File: src/rtl/load_store_unit.sv
// Multi-cycle load/store controller for the 128-word data memory. Sub-word stores
// are done as read-modify-write; sub-word loads are lane-aligned and extended.
module load_store_unit (
    input  logic        clk,
    input  logic        rst,
    input  logic        start,
    input  logic        op_store,
    input  logic [1:0]  size,
    input  logic        ld_unsigned,
    input  logic [8:0]  addr,
    input  logic [31:0] st_data,
    input  logic [31:0] mem_rdata,
    output logic        MemRead,
    output logic        MemWrite,
    output logic [8:0]  mem_addr,
    output logic [31:0] mem_wdata,
    output logic        busy,
    output logic        done,
    output logic        misaligned,
    output logic [31:0] ld_result
);

    typedef enum logic [2:0] {
        S_IDLE   = 3'd0,
        S_RD     = 3'd1,
        S_RMW_RD = 3'd2,
        S_WR     = 3'd3,
        S_DONE   = 3'd4
    } state_t;

    state_t      state_r;
    logic [1:0]  size_r;
    logic [1:0]  lane_r;
    logic        ld_unsigned_r;
    logic [15:0] st_half_r;

    state_t      launch_state_s;
    logic        launch_mis_s;

    function automatic logic is_misaligned(input logic [1:0] sz, input logic [1:0] lane);
        logic res;
        case (sz)
            2'b00:   res = 1'b0;
            2'b01:   res = lane[0];
            2'b10:   res = (lane != 2'b00);
            default: res = 1'b1;
        endcase
        return res;
    endfunction

    function automatic logic [31:0] load_align(input logic [31:0] word, input logic [1:0] sz,
                                               input logic [1:0] lane, input logic uns);
        logic [7:0]  b;
        logic [15:0] h;
        logic [31:0] res;
        b = word[{lane, 3'b000} +: 8];
        h = lane[1] ? word[31:16] : word[15:0];
        case (sz)
            2'b00:   res = {{24{b[7] & ~uns}}, b};
            2'b01:   res = {{16{h[15] & ~uns}}, h};
            default: res = word;
        endcase
        return res;
    endfunction

    function automatic logic [31:0] store_merge(input logic [31:0] word, input logic [15:0] data,
                                                input logic [1:0] sz, input logic [1:0] lane);
        logic [31:0] res;
        res = word;
        case (sz)
            2'b00:   res[{lane, 3'b000} +: 8] = data[7:0];
            2'b01: begin
                if (lane[1]) begin
                    res[31:16] = data;
                end else begin
                    res[15:0] = data;
                end
            end
            default: res = word;
        endcase
        return res;
    endfunction

    // Decode where a newly accepted request goes; misalignment wins over everything.
    always_comb begin
        launch_state_s = S_IDLE;
        launch_mis_s   = 1'b0;
        if (is_misaligned(size, addr[1:0])) begin
            launch_state_s = S_DONE;
            launch_mis_s   = 1'b1;
        end else if (!op_store) begin
            launch_state_s = S_RD;
        end else if (size == 2'b10) begin
            launch_state_s = S_WR;
        end else begin
            launch_state_s = S_RMW_RD;
        end
    end

    // Sequencer; every output is a register updated on the transition into its state.
    always_ff @(posedge clk) begin
        if (rst) begin
            state_r       <= S_IDLE;
            size_r        <= 2'b00;
            lane_r        <= 2'b00;
            ld_unsigned_r <= 1'b0;
            st_half_r     <= 16'h0000;
            MemRead       <= 1'b0;
            MemWrite      <= 1'b0;
            mem_addr      <= 9'h000;
            mem_wdata     <= 32'h0000_0000;
            busy          <= 1'b0;
            done          <= 1'b0;
            misaligned    <= 1'b0;
            ld_result     <= 32'h0000_0000;
        end else begin
            case (state_r)
                // DONE accepts a new request on its way out, giving back-to-back throughput.
                S_IDLE, S_DONE: begin
                    done       <= 1'b0;
                    misaligned <= 1'b0;
                    if (start) begin
                        state_r       <= launch_state_s;
                        size_r        <= size;
                        lane_r        <= addr[1:0];
                        ld_unsigned_r <= ld_unsigned;
                        st_half_r     <= st_data[15:0];
                        busy          <= 1'b1;
                        MemRead       <= (launch_state_s == S_RD) || (launch_state_s == S_RMW_RD);
                        MemWrite      <= (launch_state_s == S_WR);
                        if (launch_mis_s) begin
                            done       <= 1'b1;
                            misaligned <= 1'b1;
                        end else begin
                            mem_addr <= {addr[8:2], 2'b00};
                        end
                        if (launch_state_s == S_WR) begin
                            mem_wdata <= st_data;
                        end else begin
                            mem_wdata <= mem_wdata;
                        end
                    end else begin
                        state_r  <= S_IDLE;
                        busy     <= 1'b0;
                        MemRead  <= 1'b0;
                        MemWrite <= 1'b0;
                    end
                end
                S_RD: begin
                    ld_result <= load_align(mem_rdata, size_r, lane_r, ld_unsigned_r);
                    MemRead   <= 1'b0;
                    done      <= 1'b1;
                    state_r   <= S_DONE;
                end
                S_RMW_RD: begin
                    mem_wdata <= store_merge(mem_rdata, st_half_r, size_r, lane_r);
                    MemRead   <= 1'b0;
                    MemWrite  <= 1'b1;
                    state_r   <= S_WR;
                end
                S_WR: begin
                    MemWrite <= 1'b0;
                    done     <= 1'b1;
                    state_r  <= S_DONE;
                end
                default: begin
                    state_r    <= S_IDLE;
                    MemRead    <= 1'b0;
                    MemWrite   <= 1'b0;
                    busy       <= 1'b0;
                    done       <= 1'b0;
                    misaligned <= 1'b0;
                end
            endcase
        end
    end

endmodule
File: config.mk
export PLATFORM = sky130hd
export DESIGN_NAME = load_store_unit
export DESIGN_NICKNAME = d
export VERILOG_FILES = /design/src/rtl/load_store_unit.sv
export SDC_FILE = /design/constraint.sdc
export NUM_CORES = 1
export LEC_CHECK = 0
export ABC_AREA = 1
export CAP_MARGIN = 20
export CORE_ASPECT_RATIO = 1.2
export CORE_UTILIZATION = 36
export CTS_CLUSTER_DIAMETER = 60
export DETAILED_ROUTE_END_ITERATION = 10
export GPL_ROUTABILITY_DRIVEN = 0
export GPL_TIMING_DRIVEN = 0
export PLACE_DENSITY = 0.61
export SLEW_MARGIN = 40
export SYNTH_ARGS = -nofsm -noshare
export SYNTH_HDL_FRONTEND = slang
export SYNTH_SLANG_ARGS = --single-unit
File: constraint.sdc
create_clock -name clk -period 4.6 [get_ports clk]
set_input_delay 0.92 -clock clk [delete_from_list [all_inputs] [get_ports clk]]
set_output_delay 0.92 -clock clk [all_outputs]
set_load 0.02 [all_outputs]
==> results of run 1 <==
-- worst max-delay path, cell delays in order, from the launching register on --
cell and delay (ps):
sky130_fd_sc_hd__dfxtp_1 550, sky130_fd_sc_hd__inv_1 140, sky130_fd_sc_hd__buf_2 240, sky130_fd_sc_hd__buf_2 280, sky130_fd_sc_hd__ha_1 260, sky130_fd_sc_hd__clkinv_1 230
sky130_fd_sc_hd__nand2_1 80, sky130_fd_sc_hd__nor2_1 460, sky130_fd_sc_hd__nand2_1 120, sky130_fd_sc_hd__nand2_1 90, sky130_fd_sc_hd__nand2_1 50, sky130_fd_sc_hd__nand2_1 120
sky130_fd_sc_hd__nand2_1 80, sky130_fd_sc_hd__a21oi_1 140
-- metal layers --
metal  GRT usage [%]  routed length, um
met5               0                  0
met4            14.3               1010
met3            3.82               1350
met2            47.6              11600
met1            34.9              10200
-- cells by family after synthesis --
kind of cell / count (synthesis) / share of synthesized area (%)
compound gates: 235 / 20.1
fa+ha+maj: 5 / 1.03
buf+inv: 140 / 9.80
flops: 100 / 32.9
other cells: 1 / 0.0616
simple gates: 528 / 36.2
-- state kept, by name, indices dropped and copies added, names as in the netlist --
name / count
misaligned: 1
state_r: 3
ld_unsigned_r: 1
ld_result: 32
busy: 1
mem_addr: 7
MemRead: 1
size_r: 2
mem_wdata: 32
MemWrite: 1
lane_r: 2
done: 1
st_half_r: 16
-- cell usage after synthesis, types with 4 or more instances --
cell type,n
sky130_fd_sc_hd__nand3b_1,28
sky130_fd_sc_hd__nand2_1,383
sky130_fd_sc_hd__a21oi_1,111
sky130_fd_sc_hd__o211ai_1,5
sky130_fd_sc_hd__nand4_1,8
sky130_fd_sc_hd__a211oi_1,5
sky130_fd_sc_hd__o21ai_0,105
sky130_fd_sc_hd__ha_1,5
sky130_fd_sc_hd__nand3_1,16
sky130_fd_sc_hd__dfxtp_1,100
sky130_fd_sc_hd__nor2_1,80
sky130_fd_sc_hd__inv_1,67
sky130_fd_sc_hd__clkbuf_1,29
sky130_fd_sc_hd__buf_2,25
sky130_fd_sc_hd__clkinv_1,4
sky130_fd_sc_hd__a21boi_0,5
sky130_fd_sc_hd__inv_2,6
sky130_fd_sc_hd__buf_4,6
-- stage by stage --
step	std cells	hold WS (ps)
after global routing	1393	509
final	1393	479
after CTS	1393	481
after floorplan	1010	439
after global placement	1377	462
after detailed placement	1377	466
-- power groups by stage --
| stage | Clock (mW) | Combinational [mW] | Sequential, mW |
|---|---|---|---|
| global route | 0.884 | 0.827 | 0.980 |
| detailed placement | 0 | 0.746 | 0.992 |
| global placement | 0 | 0.744 | 0.992 |
| floorplan | 0 | 0.371 | 1.04 |
| CTS | 0.853 | 0.749 | 0.973 |
| finish | 0.840 | 0.758 | 0.973 |
-- area by class of cell --
class	instances	area, um2
Multi-Input combinational cell	770	3500
Clock inverter	7	96.3
Buffer	62	302
Tap cell	212	265
Fill cell	1736	8170
Inverter	78	295
Clock buffer	9	225
Sequential cell	100	2000
Timing Repair Buffer	155	1550
-- worst paths after layout --
check	from	endpoint	slack, ps	depth (start not counted)
min	done	done	480	2
min reg2reg	done	done	480	2
max reg2reg	lane_r[1]	mem_wdata[30]	1690	13
max	lane_r[1]	mem_wdata[30]	1690	13
==> flow_summary.yaml, run 1 <==
cts:
  cts_root_buffer: "sky130_fd_sc_hd__clkbuf_16"
  post_cts_buffers: 0
  clock_path_buffers: 2
  cts_hold_buffers: 0
  post_cts_resized: 0
  clock_latency_at_the_later_pin_of_the_worst_skew_pair_ps: 360
  clk_pin_slew_worst_paths_ps: 80
  htree_levels: 3
  numClockSinks: 100
  tritoncts: "done"
  cts_inserted_buffers: 9
pwr:
  pwr-share-comb_pct: 29.5
  p_clk_share_pct: 32.7
  total_power_mw: 2.57
  leakagePower_nw: 3.82
  cellPowerDensity_mw_per_mm2: 312
  pwr-share-seq_pct: 37.9
  total_switching_power_mw: 0.917
  internal_power_mw: 1.65
  vdd_ir_drop_max_mv: 0.193
  sw_frac_of_total_pct: 35.7
timing:
  layout_min_cycle_time_ps: 2910
  grt_setup_unrepaired: "false"
  timing.final.ws_setup_ps: 1690
  drv_slew: 0
  timing.setup.tns_ps: 0
  timing.final.setup_violations: 0
  maxClockFrequency_mhz: 344
  timing.final.crit_share_pct: 63.2
  worst_slew_pin_slew_ps: 715
  relSlewSlack_pct: 52.3
  final_hold_viol_count: 0
  skew_ps: 10.1
cells_and_area:
  layout-drive-gt1-share_pct: 5.67
  most_used_cells_in_the_layout_excluding_fill_and_tap_cells: "sky130_fd_sc_hd__nand2_1, sky130_fd_sc_hd__clkdlybuf4s50_1, sky130_fd_sc_hd__a21oi_1"
  antenna_cells_inserted: 0
  syn2layout_area_growth_pct: 35.2
  final_common_cell: "sky130_fd_sc_hd__nand2_1"
  postLayoutCellArea_mm2: 0.00823
  utilization_pct: 50.2
  design.final.nets: 1261
logic_synthesis:
  synth-async-reset-ratio_pct: 0
  synth_cell_type_count: 31
  yosys_warnings: 0
  synth_top_flop_cell: "sky130_fd_sc_hd__dfxtp_1"
  yosysTopAreaCell: "sky130_fd_sc_hd__dfxtp_1"
  avgSynthCellArea_um2: 6.04
  syn_inst: 1009
  number_of_enable_type_register_cells_in_the_synthesized_netlist: 0
  synth_top_cell_area_share_pct: 32.9
  yosysSeqAreaShare_pct: 32.9
  synth_area_leaders: "sky130_fd_sc_hd__dfxtp_1, sky130_fd_sc_hd__nand2_1, sky130_fd_sc_hd__a21oi_1"
  ys_seq_elements: 100
  netlist_area_mm2: 0.00609
drt:
  vias: 7246
  dr.pass1.iters: 5
  wl_per_cell_um: 17.4
  drt-total-wl_um: 24200
  route.detailed.vias_per_inst: 5.20
  drc: 0
  antenna_left: 0
  detail_route.iter0.violations: 575
critical_path:
  start_kind: "register"
  worstSetupEndpointType: "register"
  worst-path-max-fanout: 12
  kind_of_critical_path: "register to register"
  crit_required_ps: 4900
  worst-endpoint-arrival_ps: 3200
floorplanning:
  die_x_um: 121
  die_area_mm2: 0.0174
  area_of_the_core_mm2: 0.0164
  floorplan.initialDensity_pct: 37.1
  floorplan.io_pins: 158
  dieHeight_um: 144
  row_count: 51
place:
  post_dp_hpwl_um: 18900
  placedInstanceArea_mm2: 0.00791
  preCtsSetupSlack_ps: 1710
  io_buffers: 155
run:
  max_cap_violations: 0
grt:
  grt.overflow.total: 0
  largest_net_degree_at_the_start_of_global_routing: 20
  wire_length_of_the_first_global_routing_pass_um: 36900
  antenna_violations_before_repair: 0
  gr-usage-all-layers_pct: 28.1
  vias_in_the_first_global_route: 6954
worst_hold_path:
  hp-class: "register to register"
run_status:
  outcome: "complete, no violations"
Note: power is estimated with default switching activity, not from simulation.
==> run 2: changes to the inputs <==
--- a/config.mk
+++ b/config.mk
@@ -13,7 +13,7 @@
 export DETAILED_ROUTE_END_ITERATION = 10
 export GPL_ROUTABILITY_DRIVEN = 0
 export GPL_TIMING_DRIVEN = 0
-export PLACE_DENSITY = 0.61
+export PLACE_DENSITY = 0.63
 export SLEW_MARGIN = 40
 export SYNTH_ARGS = -nofsm -noshare
 export SYNTH_HDL_FRONTEND = slang
==> constraint.sdc (replaced) <==
create_clock -name clk -period 2.42 [get_ports clk]
set_input_delay 0.484 -clock clk [delete_from_list [all_inputs] [get_ports clk]]
set_output_delay 0.484 -clock clk [all_outputs]
set_load 0.02 [all_outputs]
==> run 2 against run 1 <==
  * Clock power grew 80%
  * Non-clock buffer count grew 4
  * Cell count is 0.29% higher
  * Die area is the same
  * Global-route usage fell by 0.32 points
  * Core utilization grew 0.55 points
  * Clock skew increased by 6.0 ps
  * Sequential share of layout area down 0.22 points
  * Wire length up 0.66%
  * Critical path type unchanged
  * Sequential power increased by 90%
  * Largest power group unchanged
  * Hold slack worse by 3.4 ps
  * Sequential cell count is the same
  * Highest routed layer unchanged
==> flow_summary.yaml, run 2 (synthesis gave the netlist of run 1 again) <==
run:
  max_cap_violations: 0
cells_and_area:
  largest_registers: "ld_result x32, mem_wdata x32, st_half_r x16"
  layout-drive-gt1-share_pct: 7.00
  utilization_pct: 50.8
  most_used_cells_in_the_layout_excluding_fill_and_tap_cells: "sky130_fd_sc_hd__nand2_1, sky130_fd_sc_hd__clkdlybuf4s50_1, sky130_fd_sc_hd__a21oi_1"
  final-seq-area_mm2: 0.00201
  design.final.nets: 1265
  antenna_cells_inserted: 0
  syn2layout_area_growth_pct: 36.6
  multiInputGateArea_mm2: 0.00355
  filler_cell_count: 1732
  final_common_cell: "sky130_fd_sc_hd__nand2_1"
  layoutNonFillerInstCount: 1397
drt:
  route.detailed.vias_per_inst: 5.25
  dr.pass1.iters: 5
  drc: 0
  detail_route.iter0.violations: 697
  vias: 7337
  drt-total-wl_um: 24400
  wl_per_cell_um: 17.4
  antenna_left: 0
pwr:
  vdd_ir_drop_max_mv: 0.391
  cellPowerDensity_mw_per_mm2: 583
  leakagePower_nw: 3.83
worst_hold_path:
  hp-class: "register to register"
  hp-start: "st_half_r[12]"
  hold_end: "st_half_r[12]"
  count_of_cells_along_the_worst_hold_path: 2
critical_path:
  critical_path.reg2reg.startpoint: "lane_r[1]"
  timing.critical_path.slowest_cell_delay_ps: 390
  reg2regPathDepth: 12
  timing.reg2reg.setup_slack_ps: 120
  worst_path_dominant_cell_family: "simple AND/OR/NAND/NOR gates"
  path_cells: "inv_1, clkbuf_4, buf_4, ha_2, nand2_1, nor2_4, nand2_1, nand2_1, nand2_1, nand2_1, nand2_1, a21oi_1"
  kind_of_critical_path: "register to register"
  timing.critical_path.slowest_stage_cell: "sky130_fd_sc_hd__dfxtp_4"
  worst-endpoint-arrival_ps: 2610
  worst-path-buf-inv: 3
  start_kind: "register"
  worst-path-max-fanout: 12
  cpMostUsedCell: "sky130_fd_sc_hd__nand2_1"
  worstSetupEndpointType: "register"
  worstReg2RegEnd: "mem_wdata[3]"
  crit_required_ps: 2720
  wp_depth: 12
place:
  placed_cells: 1377
  preCtsSetupSlack_ps: -407
  io_buffers: 155
  post_dp_hpwl_um: 18700
cts:
  cts_root_buffer: "sky130_fd_sc_hd__clkbuf_16"
  clock_latency_at_the_later_pin_of_the_worst_skew_pair_ps: 370
  tritoncts: "done"
  clk_pin_slew_worst_paths_ps: 90
  numClockSinks: 100
  htree_levels: 3
  clock_path_buffers: 2
  cts_hold_buffers: 0
  cts_inserted_buffers: 9
grt:
  largest_net_degree_at_the_start_of_global_routing: 21
  groute.layer.met1.usage_pct: 34.2
  wire_length_of_the_first_global_routing_pass_um: 36300
  grt-busiest-layer: "met2"
  gr-usage-all-layers_pct: 27.8
  vias_in_the_first_global_route: 6946
  grt_util_met3_pct: 4.14
  grt.overflow.total: 0
  global_route.usage.met2_pct: 45.9
  antenna_violations_before_repair: 0
floorplanning:
  floorplan.initialDensity_pct: 37.1
  die_area_mm2: 0.0174
  dieHeight_um: 144
  floorplan.io_pins: 158
  die_x_um: 121
  area_of_the_core_mm2: 0.0164
  row_count: 51
timing:
  maxClockFrequency_mhz: 434
  skew_ps: 16.2
  timing.setup.tns_ps: 0
  final_hold_viol_count: 0
  worst_case_hold_slack_ps: 476
  timing.final.setup_violations: 0
  timing.final.crit_share_pct: 95.2
  layout_min_cycle_time_ps: 2300
  timing.final.ws_setup_ps: 116
  relSlewSlack_pct: 48.8
  worst_slew_pin_slew_ps: 768
  drv_slew: 0
run_status:
  outcome: "complete, no violations"
## run 2: final cells by class
cell class	instances	share of cell area (%)
multi-input combinational	770	42.7
sequential	100	24.1
timing repair buffer	159	19.0
buffer	62	3.68
inverter	78	3.68
tap	212	3.19
clock buffer	9	2.71
clock inverter	7	0.932
## run 2: timing repair
action | 4_1_cts | 5_1_grt
resized for setup | 6 | 15
pin swaps | 0 | 1
endpoints found under the setup margin | 32 | 32
buffers inserted | 0 | 4
## run 2: power breakdown
part	internal, mW	switching [mW]	total (mW)
logic	0.569	0.919	1.49
registers	1.77	0.0818	1.85
clock network	0.734	0.778	1.51
total	3.07	1.78	4.85
## run 2: worst min-delay path: cells and delay by family (launching register included)
family / cells / cell delay (ps)
flops: 1 / 320
buf+inv: 1 / 60
compound gates: 1 / 50
## run 2: stage by stage
step	total power, mW	cell area (um2)
6_report	4.85	8320
5_1_grt	5.07	8320
4_1_cts	4.80	8230
3_5_place_dp	3.30	7910
3_3_place_gp	3.30	7910
2_1_floorplan	2.68	6090
## run 2: how the worst max path moves through the flow
| stage | startpoint | to | slack [ps] |
|---|---|---|---|
| after CTS | lane_r[1] | mem_wdata[19] | -60 |
| after global routing | lane_r[0] | mem_wdata[19] | -0.2 |
| after global placement | lane_r[1] | mem_wdata[18] | -370 |
| final | lane_r[1] | mem_wdata[3] | 120 |
| after floorplan | lane_r[1] | mem_wdata[18] | 450 |
| after detailed placement | lane_r[1] | mem_wdata[19] | -410 |
## run 2: routing by layer
metal | vias up | share of wire (%)
met2 | 318 | 48
met3 | 84 | 6.7
met1 | 3361 | 41
met4 | 0 | 5.0
met5 | - | 0
li1 | 3574 | -
==> run 3: changes to the inputs <==
--- a/config.mk
+++ b/config.mk
@@ -6,14 +6,12 @@
 export NUM_CORES = 1
 export LEC_CHECK = 0
 export ABC_AREA = 1
-export CAP_MARGIN = 20
 export CORE_ASPECT_RATIO = 1.2
-export CORE_UTILIZATION = 36
+export CORE_UTILIZATION = 28
 export CTS_CLUSTER_DIAMETER = 60
 export DETAILED_ROUTE_END_ITERATION = 10
 export GPL_ROUTABILITY_DRIVEN = 0
 export GPL_TIMING_DRIVEN = 0
-export PLACE_DENSITY = 0.63
 export SLEW_MARGIN = 40
 export SYNTH_ARGS = -nofsm -noshare
 export SYNTH_HDL_FRONTEND = slang
==> run 3 against run 2 <==
  * Critical path depth fell by 1
  * Setup slack improved by 22 ps
  * Clock skew fell by 6.3 ps
  * Combinational power barely moved
  * Hold slack got worse by 6.7 ps
  * Largest cell class unchanged
  * Largest power group unchanged
  * Critical endpoint is now mem_wdata[16]
==> flow_summary.yaml, run 3 (synthesis gave the netlist of run 1 again) <==
cells_and_area:
  multiInputGateArea_mm2: 0.00355
  design.final.nets: 1263
  final_common_cell: "sky130_fd_sc_hd__nand2_1"
  antenna_cells_inserted: 0
  layout-drive-gt1-share_pct: 6.76
  utilization_pct: 39.8
  postLayoutCellArea_mm2: 0.00839
  filler_cell_count: 2284
  layoutNonFillerInstCount: 1453
  largest_registers: "ld_result x32, mem_wdata x32, st_half_r x16"
  syn2layout_area_growth_pct: 37.8
  most_used_cells_in_the_layout_excluding_fill_and_tap_cells: "sky130_fd_sc_hd__nand2_1, sky130_fd_sc_hd__clkdlybuf4s50_1, sky130_fd_sc_hd__a21oi_1"
  final-seq-area_mm2: 0.00200
floorplanning:
  die_x_um: 137
  area_of_the_core_mm2: 0.0211
  floorplan.initialDensity_pct: 28.8
  die_area_mm2: 0.0223
  row_count: 58
  dieHeight_um: 164
  floorplan.io_pins: 158
pwr:
  vdd_ir_drop_max_mv: 0.342
  leakagePower_nw: 3.84
  p_clk_share_pct: 32.3
  sw_frac_of_total_pct: 35.6
  total_switching_power_mw: 1.76
  pwr-share-comb_pct: 30.2
  total_power_mw: 4.94
  pwr-share-seq_pct: 37.5
  cellPowerDensity_mw_per_mm2: 589
  internal_power_mw: 3.19
cts:
  cts_root_buffer: "sky130_fd_sc_hd__clkbuf_16"
  cts_inserted_buffers: 9
  tritoncts: "done"
  clock_latency_at_the_later_pin_of_the_worst_skew_pair_ps: 360
  clk_pin_slew_worst_paths_ps: 80
  cts_hold_buffers: 0
  numClockSinks: 100
  htree_levels: 3
  clock_path_buffers: 2
place:
  placedInstanceArea_mm2: 0.00798
  post_dp_hpwl_um: 19900
  io_buffers: 155
  placed_cells: 1435
timing:
  final_hold_viol_count: 0
  grt_setup_unrepaired: "false"
  layout_min_cycle_time_ps: 2280
  maxClockFrequency_mhz: 438
  relSlewSlack_pct: 50.7
  worst_slew_pin_slew_ps: 739
  drv_slew: 0
  skew_ps: 9.84
  timing.final.setup_violations: 0
  timing.final.crit_share_pct: 94.3
  timing.setup.tns_ps: 0
critical_path:
  worst_path_dominant_cell_family: "simple AND/OR/NAND/NOR gates"
  timing.critical_path.slowest_stage_cell: "sky130_fd_sc_hd__dfxtp_1"
  crit_required_ps: 2720
  worstSetupEndpointType: "register"
  kind_of_critical_path: "register to register"
  worst-endpoint-arrival_ps: 2580
  path_cells: "buf_2, clkinvlp_4, ha_4, inv_1, nor2_4, nand3_1, nand2_1, nand2_1, nand2_1, nand2_1, a21oi_1"
  critical_path.reg2reg.startpoint: "lane_r[0]"
  worst-path-buf-inv: 3
  worst-path-max-fanout: 10
  cp-startpoint: "lane_r[0]"
  timing.critical_path.slowest_cell_delay_ps: 380
  cpMostUsedCell: "sky130_fd_sc_hd__nand2_1"
  start_kind: "register"
grt:
  largest_net_degree_at_the_start_of_global_routing: 19
  grt.overflow.total: 0
  antenna_violations_before_repair: 0
  vias_in_the_first_global_route: 6815
  wire_length_of_the_first_global_routing_pass_um: 38000
  gr-usage-all-layers_pct: 23.0
run_status:
  outcome: "complete, no violations"
drt:
  top_layer: "met4"
  dr.pass1.iters: 5
  wl_met2_um: 12700
  detail_route.iter0.violations: 753
  vias: 7276
  drt-met1-wl_um: 10500
  antenna_left: 0
  drt-total-wl_um: 25700
  drc: 0
  wl_per_cell_um: 17.7
  route.detailed.vias_per_inst: 5.01
  met3_length_um: 1490
worst_hold_path:
  hp-start: "st_half_r[14]"
  hp-class: "register to register"
run:
  max_cap_violations: 0
-- run 3: cell count changes in the layout (fill, tap and decap cells not counted), sizes merged --
| cell | previous run | this run |
|---|---|---|
| inv | 76 | 74 |
| buf | 36 | 35 |
| bufinv | 0 | 1 |
| clkinv | 5 | 6 |
| clkinvlp | 4 | 3 |
-- run 3: metrics by stage --
| step | worst slack, ps | hold slack (ps) |
|---|---|---|
| 3_5_place_dp | -377 | 463 |
| 2_1_floorplan | 448 | 439 |
| 3_3_place_gp | -400 | 457 |
| 4_1_cts | 29.5 | 474 |
| 5_1_grt | 5.27 | 493 |
| 6_report | 138 | 469 |
-- run 3: layout make-up --
| cell class | instances | share of cell area [%] |
|---|---|---|
| buffer | 62 | 3.70 |
| clock buffer | 10 | 2.85 |
| clock inverter | 6 | 0.984 |
| inverter | 78 | 3.62 |
| multi-input combinational | 770 | 42.3 |
| sequential | 100 | 23.9 |
| tap | 270 | 4.02 |
| timing repair buffer | 157 | 18.7 |
-- run 3: final timing paths --
check             cells past startpoint  slack (ps)       endpoint
hold reg to reg                       2         470  st_half_r[14]
setup / recovery                     11         140  mem_wdata[16]
setup reg to reg                     11         140  mem_wdata[16]
hold / removal                        2         470  st_half_r[14]
-- run 3: repair_timing --
| action | in CTS | in global routing |
|---|---|---|
| setup endpoints to repair | 32 | 29 |
| setup buffers | 0 | 2 |
| pin swaps | 0 | 3 |
| resized for setup | 12 | 9 |
-- run 3: metal layers --
layer	vias to the layer above	GRT usage (%)
met3	63	3.13
met2	308	39.8
met5	-	0
met1	3337	28.1
met4	0	10.3
li1	3568	-
-- run 3: power by group through the flow --
| stage | Combinational (mW) | Clock [mW] | Sequential [mW] |
|---|---|---|---|
| 3_5_place_dp | 1.43 | 0 | 1.89 |
| 3_3_place_gp | 1.42 | 0 | 1.89 |
| 2_1_floorplan | 0.705 | 0 | 1.97 |
| 4_1_cts | 1.45 | 1.61 | 1.85 |
| 6_report | 1.49 | 1.60 | 1.85 |
| 5_1_grt | 1.62 | 1.69 | 1.87 |
-- run 3: worst register-to-register path, delay by kind of cell, from the launching register on --
kind | cells | cell delay, ps
AO/OA/AOI/OAI | 1 | 130
adder cells (fa/ha/maj) | 1 | 360
buffers and inverters | 3 | 620
flip-flops | 1 | 380
AND/OR/NAND/NOR | 6 | 740
